File: src/rtl/bus_arbiter_pkg.sv
// bus_arbiter_pkg: shared bus-arbiter states, active-low enable levels, read/write codes and default master count
package bus_arbiter_pkg;
  typedef enum logic {BUS_ARB_STATE_IDLE = 1'b0, BUS_ARB_STATE_OWNED = 1'b1} state_t;
  localparam logic ENABLE_ = 1'b0;
  localparam logic DISABLE_ = 1'b1;
  localparam logic READ = 1'b1;
  localparam logic WRITE = 1'b0;
  localparam int DEFAULT_NUM_MASTERS = 4;
endpackage

File: src/rtl/bus_arb_rr_pick.sv
// bus_arb_rr_pick: combinational round-robin picker (req active-high, last, excl mask -> valid, win)
module bus_arb_rr_pick
  import bus_arbiter_pkg::*;
#(
  parameter int N = DEFAULT_NUM_MASTERS,
  localparam int IW = $clog2(N)
) (
  input  logic [N-1:0]  req,
  input  logic [IW-1:0] last,
  input  logic [N-1:0]  excl,
  output logic          valid,
  output logic [IW-1:0] win
);
  logic [N-1:0] cand;
  logic [2*N-1:0] dbl;
  logic [N-1:0] rot;
  assign cand = req & ~excl;
  assign dbl = {cand, cand};
  assign rot = N'(dbl >> (int'(last) + 1));
  always_comb begin
    valid = 1'b0;
    win = '0;
    for (int i = N - 1; i >= 0; i--) begin
      if (rot[i]) begin
        valid = 1'b1;
        win = IW'((int'(last) + 1 + i) % N);
      end
    end
  end
endmodule

File: src/rtl/bus_arbiter.sv
// bus_arbiter: round-robin shared-bus arbiter with forced-revoke timeout (clk/reset, m_* masters in, m_grnt_n out, s_* shared bus, owner/bus_busy/timeout_err status)
module bus_arbiter
  import bus_arbiter_pkg::*;
#(
  parameter int NUM_MASTERS = DEFAULT_NUM_MASTERS,
  parameter int ADDR_W = 30,
  parameter int DATA_W = 32,
  parameter int TIMEOUT = 255,
  localparam int OW = $clog2(NUM_MASTERS),
  localparam int CW = TIMEOUT > 1 ? $clog2(TIMEOUT) : 1
) (
  input  logic                          clk,
  input  logic                          reset,
  input  logic [NUM_MASTERS-1:0]        m_req_n,
  output logic [NUM_MASTERS-1:0]        m_grnt_n,
  input  logic [NUM_MASTERS*ADDR_W-1:0] m_addr,
  input  logic [NUM_MASTERS-1:0]        m_as_n,
  input  logic [NUM_MASTERS-1:0]        m_rw,
  input  logic [NUM_MASTERS*DATA_W-1:0] m_wrdata,
  output logic [ADDR_W-1:0]             s_addr,
  output logic                          s_as_n,
  output logic                          s_rw,
  output logic [DATA_W-1:0]             s_wrdata,
  output logic [OW-1:0]                 owner,
  output logic                          bus_busy,
  output logic                          timeout_err
);
  state_t state, state_d;
  logic [OW-1:0] owner_d, last, last_d, win;
  logic [CW-1:0] cnt, cnt_d;
  logic [NUM_MASTERS-1:0] grnt_d, excl;
  logic fire, arb, valid;
  assign fire = state == BUS_ARB_STATE_OWNED && !m_req_n[owner] && TIMEOUT != 0 && cnt == CW'(TIMEOUT - 1);
  assign arb = state == BUS_ARB_STATE_IDLE || m_req_n[owner] || fire;
  assign excl = {{(NUM_MASTERS-1){1'b0}}, fire} << owner;
  bus_arb_rr_pick #(.N(NUM_MASTERS)) u_pick (
    .req(~m_req_n),
    .last(last),
    .excl(excl),
    .valid(valid),
    .win(win)
  );
  always_comb begin
    state_d = arb ? (valid ? BUS_ARB_STATE_OWNED : BUS_ARB_STATE_IDLE) : state;
    owner_d = arb && valid ? win : owner;
    last_d = arb && valid ? win : last;
    cnt_d = arb ? '0 : cnt + 1'b1;
    grnt_d = arb ? (valid ? ~({{(NUM_MASTERS-1){1'b0}}, 1'b1} << win) : {NUM_MASTERS{DISABLE_}}) : m_grnt_n;
  end
  always_ff @(posedge clk) begin
    if (reset) begin
      state <= BUS_ARB_STATE_IDLE;
      owner <= '0;
      last <= OW'(NUM_MASTERS - 1);
      cnt <= '0;
      m_grnt_n <= {NUM_MASTERS{DISABLE_}};
      timeout_err <= 1'b0;
    end else begin
      state <= state_d;
      owner <= owner_d;
      last <= last_d;
      cnt <= cnt_d;
      m_grnt_n <= grnt_d;
      timeout_err <= fire;
    end
  end
  assign bus_busy = state == BUS_ARB_STATE_OWNED;
  assign s_addr = bus_busy ? m_addr[owner*ADDR_W +: ADDR_W] : '0;
  assign s_as_n = bus_busy ? m_as_n[owner] : DISABLE_;
  assign s_rw = bus_busy ? m_rw[owner] : READ;
  assign s_wrdata = bus_busy ? m_wrdata[owner*DATA_W +: DATA_W] : '0;
endmodule

File: config.mk
export PLATFORM = sky130hd
export DESIGN_NAME = bus_arbiter
export DESIGN_NICKNAME = d
export VERILOG_FILES = /design/src/rtl/bus_arbiter_pkg.sv /design/src/rtl/bus_arb_rr_pick.sv /design/src/rtl/bus_arbiter.sv
export SDC_FILE = /design/constraint.sdc
export NUM_CORES = 1
export LEC_CHECK = 0
export ABC_CLOCK_PERIOD_IN_PS = 2820
export BUFFER_PORTS_ARGS = -buffer_cell sky130_fd_sc_hd__buf_4
export CAP_MARGIN = 0
export CORE_AREA = 2 2 129 131
export CTS_CLUSTER_DIAMETER = 150
export DETAILED_ROUTE_END_ITERATION = 12
export DIE_AREA = 0 0 131 133
export PLACE_DENSITY = 0.49
export SLEW_MARGIN = 20
export SYNTH_ARGS = -nofsm -noshare
export SYNTH_HDL_FRONTEND = slang
export SYNTH_SLANG_ARGS = --single-unit
File: constraint.sdc
create_clock -name clk -period 2.82 [get_ports clk]
set_clock_uncertainty 0.2 [all_clocks]
set_input_delay 0.846 -clock clk [delete_from_list [all_inputs] [get_ports clk]]
set_output_delay 0.846 -clock clk [all_outputs]
set_load 0.01 [all_outputs]
* Word level (Yosys, flattened, before mapping)
Index checks and enable logic that the tools add are counted.
** Cells by class
- Divide/modulo/power cells :: 0
- Shift-type cells :: 5
- $lt $le $gt $ge :: 1
- Bitwise operators :: 5
- Eq/ne operators :: 1
- $add $sub $neg :: 5
- Reduce and logical (&&, ||, !) cells :: 7
- Multipliers :: 1
- Muxes and demuxes :: 20
** Operators with widths (count)
- variable part select 128 x 8 -> 32 bit :: 1
- variable part select 120 x 8 -> 30 bit :: 1
- two-way mux 32 bit :: 1
- two-way mux 30 bit :: 1
- NOT 4 bit :: 3
- two-way mux 1 bit :: 10
- adder 8 x 1 -> 8 bit (second input constant) :: 1
- equality test 8 bit (second input constant) :: 1
- two-way mux 2 bit :: 4
- >> shifter 8 x 3 -> 4 bit :: 1
- binary-select mux 1 bit (select 2 bit) :: 3
- multiplier 2 x 4 -> 6 bit (second input constant) :: 1
- adder 2 bit (second input constant) :: 2
- AND 4 bit :: 1
- two-way mux 4 bit :: 1
- << shifter 1 x 2 -> 4 bit :: 1
- << shifter 1 x 2 -> 4 bit (first input constant) :: 1
- adder 2 x 1 -> 3 bit (second input constant) :: 1
- logical AND 1 bit :: 3
- less-than comparator 2 x 3 -> 1 bit (second input constant) :: 1
- adder 2 x 1 -> 2 bit (second input constant) :: 1
- logical OR 1 bit :: 2
- OR reduction 2 bit :: 1
- logical NOT 1 bit :: 1
- NOT 1 bit :: 1
** Word-level totals
- Latch bits :: 0
- Input port bits :: 262
- ROM bits :: 0
- Flip-flop bits (word level) :: 18
- RAM bits :: 0
- Memories kept :: 0

* Logic depth before layout (Yosys ltp)
Gate-level depths: netlist of run 1.
- Depth after elaboration :: 16
- Depth in mapped cells :: 8
- Mapped depth without buffers :: 8

* Hierarchy
From an unflattened synthesis of run 1, not the netlist that was laid out.
** Unflattened totals
- Cell total of the unflattened synthesis :: 265
- Area total of the unflattened synthesis :: 2986.6 um^2
** Modules (own cells, without submodules)
- bus_arbiter :: area an instance 2865.2 um^2, times used 1, cells each 248
- bus_arb_rr_pick :: area an instance 121.4 um^2, times used 1, cells each 17

* Worst setup path after synthesis of run 1
No wires, ideal clock.
- Path kind :: reg2out
- Start :: register owner[0]
- End :: output s_addr[11]
- Slack :: -0.203 ns
- Required time :: 1.774 ns
- Cell stages (with the launch flop) :: 6
- Data arrival time :: 1.977 ns
- Cell sequence :: dfxtp_1 > clkbuf_8 > clkbuf_1 > buf_2 > mux4_2 > and2_1
** On the way
- Word-level cells in the longest chain between the ends :: 3
** Ends and longest elaborated chain
- start: declaration :: line bus_arbiter.sv:24 : output logic [OW-1:0] owner,
- start signal: assignment :: line bus_arbiter.sv:60 : owner <= owner_d;
- multiplier 2 x 4 -> 6 bit :: line bus_arbiter.sv:68 : assign s_addr = bus_busy ? m_addr[owner*ADDR_W +: ADDR_W] : '0;
- variable part select 120 x 8 -> 30 bit :: line bus_arbiter.sv:68
- two-way mux 30 bit :: line bus_arbiter.sv:68
- end: declaration :: line bus_arbiter.sv:20 : output logic [ADDR_W-1:0] s_addr,
Every way passes these cells.

* Worst setup path after layout of run 1
- Start :: input m_wrdata[98]
- End :: output s_wrdata[2]
** On the way
- Word-level cells in the longest chain between the ends :: 2
** Ends and longest elaborated chain
- start: declaration :: line bus_arbiter.sv:19 : input logic [NUM_MASTERS*DATA_W-1:0] m_wrdata,
- variable part select 128 x 8 -> 32 bit :: line bus_arbiter.sv:71 : assign s_wrdata = bus_busy ? m_wrdata[owner*DATA_W +: DATA_W] : '0;
- two-way mux 32 bit :: line bus_arbiter.sv:71
- end: declaration :: line bus_arbiter.sv:23 : output logic [DATA_W-1:0] s_wrdata,
Every way passes these cells.

==> results.md, run 1 <==
- Pins Over Slew Limit: 0
- Htree depth: 1
- CTS buffer count: 3
- Worst setup EP type: primary output
- Number of global-route vias before repair: 4042
- Mapped Nets: 535
- Status: finished, violations left
- Maxcap violations: 0
- EDFF count, synth: 0
- Worst path most repeated cell: buf_4
- Crit-path cells: buf_4, mux4_2, and2_1, buf_4
- CTS tree: done
- Drt total wl: 17360 µm
- Syn Inst Count: 271
- Worst IR drop on VDD: 0.2906 mV
- Ant. Diodes: 0
- Initial Util: 18.27%
- PnR worst setup slack: -0.03721 ns
- Most frequently used flop master after synthesis: dfxtp_1
- Vias: 3797
- Flop-to-flop setup slack: 0.32 ns
- Netlist cell types: 46
- Post-layout net count: 870
- Hold-fix buffers at CTS: 0
- Async set-reset flop share out of synthesis: 0%
- Root buf cell: clkbuf_16
- Failing checks: negative setup slack
- Worst EP arrival: 1.81 ns
- Count of final hold-check violations: 0
- I/O pin count: 334
- Fin cells: 825
- Crit path largest cell delay: 0.50 ns
- RSZ-0062 raised after global routing: true
- Avg Synthesized Cell Area: 10.91 µm²
- Worst-Margin Slew: 0.4878 ns
- Post-synthesis sequential area ratio: 12.19%
- Final setup viols: 3
- Post-route antenna net violation count: 0
- Worst skew pair latency: 0.25 ns
- Util after Layout: 38.90%
- Port buffer count: 333
- GRT overflow: 0
- Max_slew headroom: 67.48%
- DRT Pass-1 Iters: 4
- CP Data Required Time: 1.77 ns
- Gpl congestion: 0.8788
- Core area: 16170 µm²
- CTS sink cnt: 18
- 1st-iter DRT viols: 138
- Initial antenna violation count: 0
- Flip-flop and latch count after synthesis: 18
- Total power: 2172 µW
- Post-synth top area cell: mux4_2
- Crit Path Max Fanout: 1
- Die X-Extent: 131 µm
- Top cells by area, synth: mux4_2, and2_1, dfxtp_1
- Worst path slowest cell: mux4_2
- DR vias/cell: 4.602
- Final period util: 101.3%
- Die area: 17420 µm²
- Top-count cell post-synth: mux4_2
- Dpl hpwl: 14440 µm
- Die Y: 133 µm
- Pin count of the biggest net entering global routing: 46
- Share of cells above drive strength 1: 77.85%
- PD cells: 345.2 nW/µm²
- CP Class: in2out
- Post-synth top cells: mux4_2, and2_1, dfxtp_1
- DRC viols: 0
- First-pass GRT wire length: 24130 µm
- Lkg Pwr: 0.002818 µW
- Post-synth top area share: 49.53%
- Fmax: 350.0 MHz
- GRT Total Usage: 18.25%
- Worst Hold Class: reg2reg
- Startpoint types: input port
- YS warnings: 0
- CTS clk-pin slew, worst paths: 0.05 ns
- Area Overhead vs Synth: 112.9%
- Fin Hold WS: 0.2572 ns
- Post-layout min period: 2.857 ns
- Clock Tree Buf Depth: 2
- Syn Std Cell Area: 2955 µm²
- Post-Place Worst Slack: -0.04192 ns
- Routed length per instance: 21.04 µm
- Row count: 47
- Placed insts: 808
layer usage:
layer  global-route usage, %  up-vias  wire length (µm)
met5                       0        -                 0
met4                   2.955        0               163
met3                   6.996       12              2047
met2                   30.77      191              8391
met1                   22.38     1859              6759
li1                        -     1735                 -
final cells by class:
cell class | instances | area, µm²
flip-flops and latches | 18 | 369.1
inverters | 4 | 15.01
fillers | 1632 | 9881
multi-input cells | 221 | 2532
well taps | 220 | 275.3
repair buffers | 358 | 3020
clock buffers | 4 | 78.83
cells by family (layout without fill, tap and decap cells):
logic type | Yosys count | after routing | synth area share, %
xor+xnor | 6 | 6 | 1.778
simple gates | 118 | 118 | 23.24
mux | 66 | 66 | 49.87
buf+inv | 32 | 366 | 5.334
flops | 18 | 18 | 12.19
compound gates | 29 | 29 | 6.732
fa+ha+maj | 2 | 2 | 0.8466
through the flow:
step	setup TNS (ns)	cell area, µm²
after detailed placement	-0.09844	5749
after global placement	-0.08182	5749
after global routing	-0.4528	6291
after floorplan	-0.8044	2957
final	-0.05809	6291
after CTS	-0.5985	5986
placed cells by master (no fill, tap or decap), drive strengths merged, types with 2 or more instances in the layout:
cell      n
buf     354
mux4     65
and2     63
dfxtp    18
nor2     16
nand2    10
nand3     8
clkbuf    8
a21oi     6
o21ai     5
nand2b    5
inv       4
xor2      4
a31oi     3
nor3      3
o31ai     2
nor3b     2
a31o      2
xnor2     2
o21a      2
ha        2
nand4     2
and3      2
where the power goes:
| part | total [µW] | internal [µW] | switching, µW |
|---|---|---|---|
| Combinational | 1570 | 1010 | 565 |
| Clock | 286 | 192 | 94.4 |
| Sequential | 314 | 276 | 37.9 |
| Total | 2170 | 1470 | 697 |
registers in the layout (all words and copies together), names as in the netlist:
signal and flops:
owner 2, bus_busy 1, last 2, timeout_err 1
m_grnt_n 4, cnt 8
path summary, 6_finish.rpt:
path | startpoint | to | depth (start not counted)
setup / recovery | m_wrdata[98] | s_wrdata[2] | 4
setup reg to reg | owner[0]$_SDFFE_PP0P_ | cnt[4]$_SDFF_PP0_ | 8
hold reg to reg | cnt[0]$_SDFF_PP0_ | cnt[0]$_SDFF_PP0_ | 1
hold / removal | cnt[0]$_SDFF_PP0_ | cnt[0]$_SDFF_PP0_ | 1
timing repair:
| action | 4_1_cts | 5_1_grt |
|---|---|---|
| buffers inserted | 6 | 1 |
| pin swaps | 1 | 3 |
| hold endpoints to repair | 0 | 0 |
| resized for setup | 14 | 61 |
| gates cloned | 2 | 4 |
| setup endpoints to repair | 56 | 40 |
worst max-delay path: cells and delay by family:
kind,cells,cell delay (ns)
AND/OR/NAND/NOR,1,0.20
buffers and inverters,2,0.26
multiplexers,1,0.50
(Power assumes the default switching activity.)
==> run 2: changes to the inputs <==
--- a/config.mk
+++ b/config.mk
@@ -5,14 +5,12 @@
 export SDC_FILE = /design/constraint.sdc
 export NUM_CORES = 1
 export LEC_CHECK = 0
-export ABC_CLOCK_PERIOD_IN_PS = 2820
+export ABC_CLOCK_PERIOD_IN_PS = 3700
 export BUFFER_PORTS_ARGS = -buffer_cell sky130_fd_sc_hd__buf_4
 export CAP_MARGIN = 0
 export CORE_AREA = 2 2 129 131
-export CTS_CLUSTER_DIAMETER = 150
 export DETAILED_ROUTE_END_ITERATION = 12
 export DIE_AREA = 0 0 131 133
-export PLACE_DENSITY = 0.49
 export SLEW_MARGIN = 20
 export SYNTH_ARGS = -nofsm -noshare
 export SYNTH_HDL_FRONTEND = slang
==> constraint.sdc (replaced) <==
create_clock -name clk -period 3.7 [get_ports clk]
set_clock_uncertainty 0.2 [all_clocks]
set_input_delay 1.11 -clock clk [delete_from_list [all_inputs] [get_ports clk]]
set_output_delay 1.11 -clock clk [all_outputs]
set_load 0.01 [all_outputs]
==> run 2 against run 1 <==
Effect of this change:
- the flow now finishes without violations
- global-route usage shrank 2.1 points
- utilization shrank 3.4 points
- clock-buffer cell count shrank 1
- first-iteration DRC count grew 44%
- hold slack gained 0.0028 ns
- die area is the same
- largest power group unchanged
- clock power shrank 26%
- sequential share of layout area grew 0.55 points
- flip-flop and latch count is the same
- non-clock buffer count shrank 17
- via count shrank 0.58%
- critical path depth is the same
==> results.md, run 2 (same netlist as run 1, synthesis figures left out) <==
- Largest register FFs: 8
- CP Class: reg2out
- Worst-Margin Slew: 0.7014 ns
- Core area: 16170 µm²
- CTS sink cnt: 18
- # fillers: 1662
- Worst path most repeated cell: buf_4
- Most frequent cells in the layout: buf_4, mux4_2, and2_1, nor2_1, dfxtp_1
- Initial antenna violation count: 0
- Root buf cell: clkbuf_16
- Ant. Diodes: 0
- Multi-input logic area: 2437 µm²
- Max_slew headroom: 53.24%
- FF/Latch Area: 369.1 µm²
- Setup Buffers After CTS: 0
- Initial Util: 18.27%
- Biggest registers after layout: cnt x8, m_grnt_n x4
- Pin count of the biggest net entering global routing: 53
- DRC viols: 0
- CTS clk-pin slew, worst paths: 0.05 ns
- GRT overflow: 0
- CTS buffer count: 3
- Area Overhead vs Synth: 94.50%
- GRT Total Usage: 16.17%
- Fin Hold WS: 0.2600 ns
- Die X-Extent: 131 µm
- Crit path largest cell delay: 0.78 ns
- Total power: 1422 µW
- Dpl hpwl: 13310 µm
- 1st-iter DRT viols: 199
- Crit Path Max Fanout: 49
- Most common cell after layout, fill and taps aside: buf_4
- Setup TNS Final: 0 ns
- Fin cells: 808
- Gpl congestion: 0.9161
- Htree depth: 1
- Maxcap violations: 0
- Clock Tree Buf Depth: 2
- Delay-heaviest family, CP: flip-flops
- CTS tree: done
- DR vias/cell: 4.672
- CP Data Required Time: 2.39 ns
- Worst skew pair latency: 0.24 ns
- Post-layout min period: 3.398 ns
- Worst setup EP type: primary output
- Port buffer count: 333
- Worst IR drop on VDD: 0.2415 mV
- DRT Pass-1 Iters: 4
- Post-layout net count: 853
- Row count: 47
- Lkg Pwr: 0.002566 µW
- Die Y: 133 µm
- Share of cells above drive strength 1: 71.43%
- Hold-fix buffers at CTS: 0
- Vias: 3775
- Largest reg by FF count: cnt
- WP buf/inv: 2
- Final period util: 91.85%
- Util after Layout: 35.54%
- Pins Over Slew Limit: 0
- Count of final hold-check violations: 0
- Placed insts: 804
- Worst path slowest cell: dfxtp_4
- Drt total wl: 15550 µm
- Post-route antenna net violation count: 0
- Worst EP arrival: 2.09 ns
- Routed length per instance: 19.25 µm
- Final setup viols: 0
- I/O pin count: 334
- Fmax: 294.2 MHz
- Crit-path cells: buf_4, mux4_2, and2_1, buf_4
- Worst Hold Class: reg2reg
- Post-CTS sizing: 0
- Startpoint types: register
- RSZ-0062 raised after global routing: false
- PD cells: 247.3 nW/µm²
- Number of global-route vias before repair: 3848
- First-pass GRT wire length: 21820 µm
- Die area: 17420 µm²
- Status: completed
run 2: changes by cell type in the layout (fill, tap and decap cells not counted), sizes merged:
cell and delta:
buf -13, clkbuf -5, clkinv +1
run 2: final timing paths:
check / start / to / slack, ns / depth (start not counted)
max: owner[1]$_SDFFE_PP0P_ / s_wrdata[0] / 0.30 / 4
min: cnt[0]$_SDFF_PP0_ / cnt[0]$_SDFF_PP0_ / 0.26 / 1
max reg2reg: owner[1]$_SDFFE_PP0P_ / m_grnt_n[0]$_SDFFE_PP1P_ / 0.75 / 7
min reg2reg: cnt[0]$_SDFF_PP0_ / cnt[0]$_SDFF_PP0_ / 0.26 / 1
run 2: power breakdown:
group          internal (µW)  total [µW]  leakage, µW  switching, µW
clock                    143         212    0.0000385           68.8
sequential               210         261     0.000149           50.2
combinational            599         949      0.00238            349
total                    953        1420      0.00257            468
run 2: cell type report:
| type | instances | area share, % |
|---|---|---|
| repair buffers | 341 | 44.75 |
| multi-input cells | 221 | 42.40 |
| flip-flops and latches | 18 | 6.421 |
| well taps | 220 | 4.789 |
| clock buffers | 3 | 1.306 |
| inverters | 4 | 0.2612 |
| clock inverters | 1 | 0.06530 |
run 2: stage by stage:
| step | worst slack [ns] | cell area [µm²] |
|---|---|---|
| floorplan | 0.4132 | 2955 |
| global placement | 0.3141 | 5669 |
| detailed placement | 0.3219 | 5669 |
| CTS | 0.3002 | 5748 |
| global route | 0.2367 | 5748 |
| finish | 0.3015 | 5748 |
run 2: metal layers:
metal / part of all wire, % / GRT usage, %
met1: 40 / 20.95
met2: 50 / 28.15
met3: 8.7 / 2.709
met4: 1.6 / 3.191
met5: 0 / 0
==> run 3: changes to the inputs <==
--- a/config.mk
+++ b/config.mk
@@ -8,9 +8,12 @@
 export ABC_CLOCK_PERIOD_IN_PS = 3700
 export BUFFER_PORTS_ARGS = -buffer_cell sky130_fd_sc_hd__buf_4
 export CAP_MARGIN = 0
-export CORE_AREA = 2 2 129 131
+export CELL_PAD_IN_SITES_DETAIL_PLACEMENT = 1
+export CELL_PAD_IN_SITES_GLOBAL_PLACEMENT = 1
+export CORE_AREA = 2 2 130 132
 export DETAILED_ROUTE_END_ITERATION = 12
-export DIE_AREA = 0 0 131 133
+export DIE_AREA = 0 0 132 134
+export PLACE_DENSITY_LB_ADDON = 0.1
 export SLEW_MARGIN = 20
 export SYNTH_ARGS = -nofsm -noshare
 export SYNTH_HDL_FRONTEND = slang
==> run 3 against run 2 <==
Effect of this change:
- via count is 0.64% lower
- sequential power is 6% higher
- wire length is 21% higher
- sequential share of layout area hardly changed
- utilization is 0.088 points lower
- clock-buffer cell count stayed put
==> results.md, run 3 (same netlist as run 1, synthesis figures left out) <==
- Post-CTS sizing: 0
- Pins Over Slew Limit: 0
- GRT Total Usage: 20.38%
- Vias: 3751
- CTS clk-pin slew, worst paths: 0.05 ns
- Gpl congestion: 0.8920
- GRT overflow: 0
- Setup Buffers After CTS: 0
- FF/Latch Area: 369.1 µm²
- Worst skew pair latency: 0.25 ns
- Most frequent cells in the layout: buf_4, mux4_2, and2_1, nor2_1, dfxtp_1
- Fmax: 293.4 MHz
- Worst path most repeated cell: buf_4
- CP Class: reg2out
- Largest reg by FF count: cnt
- Final setup viols: 0
- Hold path start: cnt[0]$_SDFF_PP0_
- Worst-Margin Slew: 0.7040 ns
- Final period util: 92.12%
- 1st-iter DRT viols: 136
- DRC viols: 0
- Reg2reg start: owner[1]$_SDFFE_PP0P_
- Die Y: 134 µm
- Multi-input logic area: 2437 µm²
- Max_slew headroom: 53.07%
- # fillers: 1925
- First-pass GRT wire length: 26930 µm
- Worst Hold Class: reg2reg
- I/O pin count: 334
- Drt total wl: 18810 µm
- Status: completed
- Htree depth: 1
- RSZ-0062 raised after global routing: false
- Initial Util: 18.14%
- Most common cell after layout, fill and taps aside: buf_4
- Row count: 47
- Crit path from: owner[1]$_SDFFE_PP0P_
- Post-route antenna net violation count: 0
- Worst IR drop on VDD: 0.1779 mV
- Pin count of the biggest net entering global routing: 51
- PD cells: 252.4 nW/µm²
- Startpoint types: register
- Worst setup EP type: primary output
- Worst EP arrival: 2.10 ns
- Area Overhead vs Synth: 95.43%
- Post-layout min period: 3.409 ns
- Die X-Extent: 132 µm
- CTS buffer count: 3
- Hold-fix buffers at CTS: 0
- CP Data Required Time: 2.39 ns
- Routed length per instance: 23.25 µm
- Worst path slowest cell: dfxtp_4
- Lkg Pwr: 0.002575 µW
- Largest register FFs: 8
- Post-Place Worst Slack: 0.2929 ns
- Maxcap violations: 0
- Root buf cell: clkbuf_16
- Core area: 16290 µm²
- PnR worst setup slack: 0.2914 ns
- Share of cells above drive strength 1: 71.43%
- Biggest registers after layout: cnt x8, m_grnt_n x4
- CTS tree: done
- Dpl hpwl: 16080 µm
- DR vias/cell: 4.637
- Die area: 17690 µm²
- Crit-path cells: buf_4, mux4_2, and2_1, buf_4
- Initial antenna violation count: 3
- Post-layout net count: 853
- Crit path largest cell delay: 0.77 ns
- Count of final hold-check violations: 0
- Setup TNS Final: 0 ns
- Crit Path Max Fanout: 45
- DRT Pass-1 Iters: 4
- CTS sink cnt: 18
- Port buffer count: 333
- Clock Tree Buf Depth: 2
- Number of global-route vias before repair: 4001
-- run 3: cell types whose count changed in the layout (fill, tap and decap cells not counted), sizes merged --
cell   before  now
diode       0    1
-- run 3: stage by stage --
stage	std cells	hold slack (ns)	total power [µW]	util (%)	area [µm²]
6_report	809	0.2632	1458	35.46	5776
5_1_grt	809	0.3007	1551	35.46	5776
4_1_cts	808	0.2734	1478	35.44	5773
3_5_place_dp	804	0.2610	1253	34.96	5694
3_3_place_gp	804	0.2416	1244	34.96	5694
2_1_floorplan	271	0.2297	754.5	-	2955
-- run 3: metal layers --
metal	global-route usage, %	routed length, µm	vias to the layer above
met4	5.737	529	4
met2	32.81	8816	165
met1	25.47	7573	1857
met3	7.899	1872	30
li1	-	-	1695
met5	0	19	-
-- run 3: critical path: cells and delay by family, from the launching register on --
kind                   cells  cell delay (ns)
multiplexers               1             0.33
AND/OR/NAND/NOR            1             0.18
buffers and inverters      2             0.51
flip-flops                 1             0.77
-- run 3: area by class of cell --
type / count / area share, %
flip-flops and latches: 18 / 6.391
clock inverters: 1 / 0.06499
well taps: 220 / 4.766
inverters: 4 / 0.2600
multi-input cells: 221 / 42.20
diodes: 1 / 0.04333
clock buffers: 3 / 1.300
repair buffers: 341 / 44.97
-- run 3: where the power goes --
part | internal, µW | switching [µW] | leakage, µW | total, µW
logic | 609 | 357 | 0.00239 | 966
clock network | 144 | 70.7 | 0.0000385 | 214
registers | 211 | 66.7 | 0.000149 | 277
total | 963 | 495 | 0.00257 | 1460
-- run 3: path summary, 6_finish.rpt --
| path | to | slack, ns | cells after the start |
|---|---|---|---|
| worst max-delay path | s_addr[7] | 0.29 | 4 |
| worst min-delay path | cnt[0]$_SDFF_PP0_ | 0.26 | 1 |
| worst max register to register | m_grnt_n[0]$_SDFFE_PP1P_ | 0.52 | 7 |
| worst min register to register | cnt[0]$_SDFF_PP0_ | 0.26 | 1 |
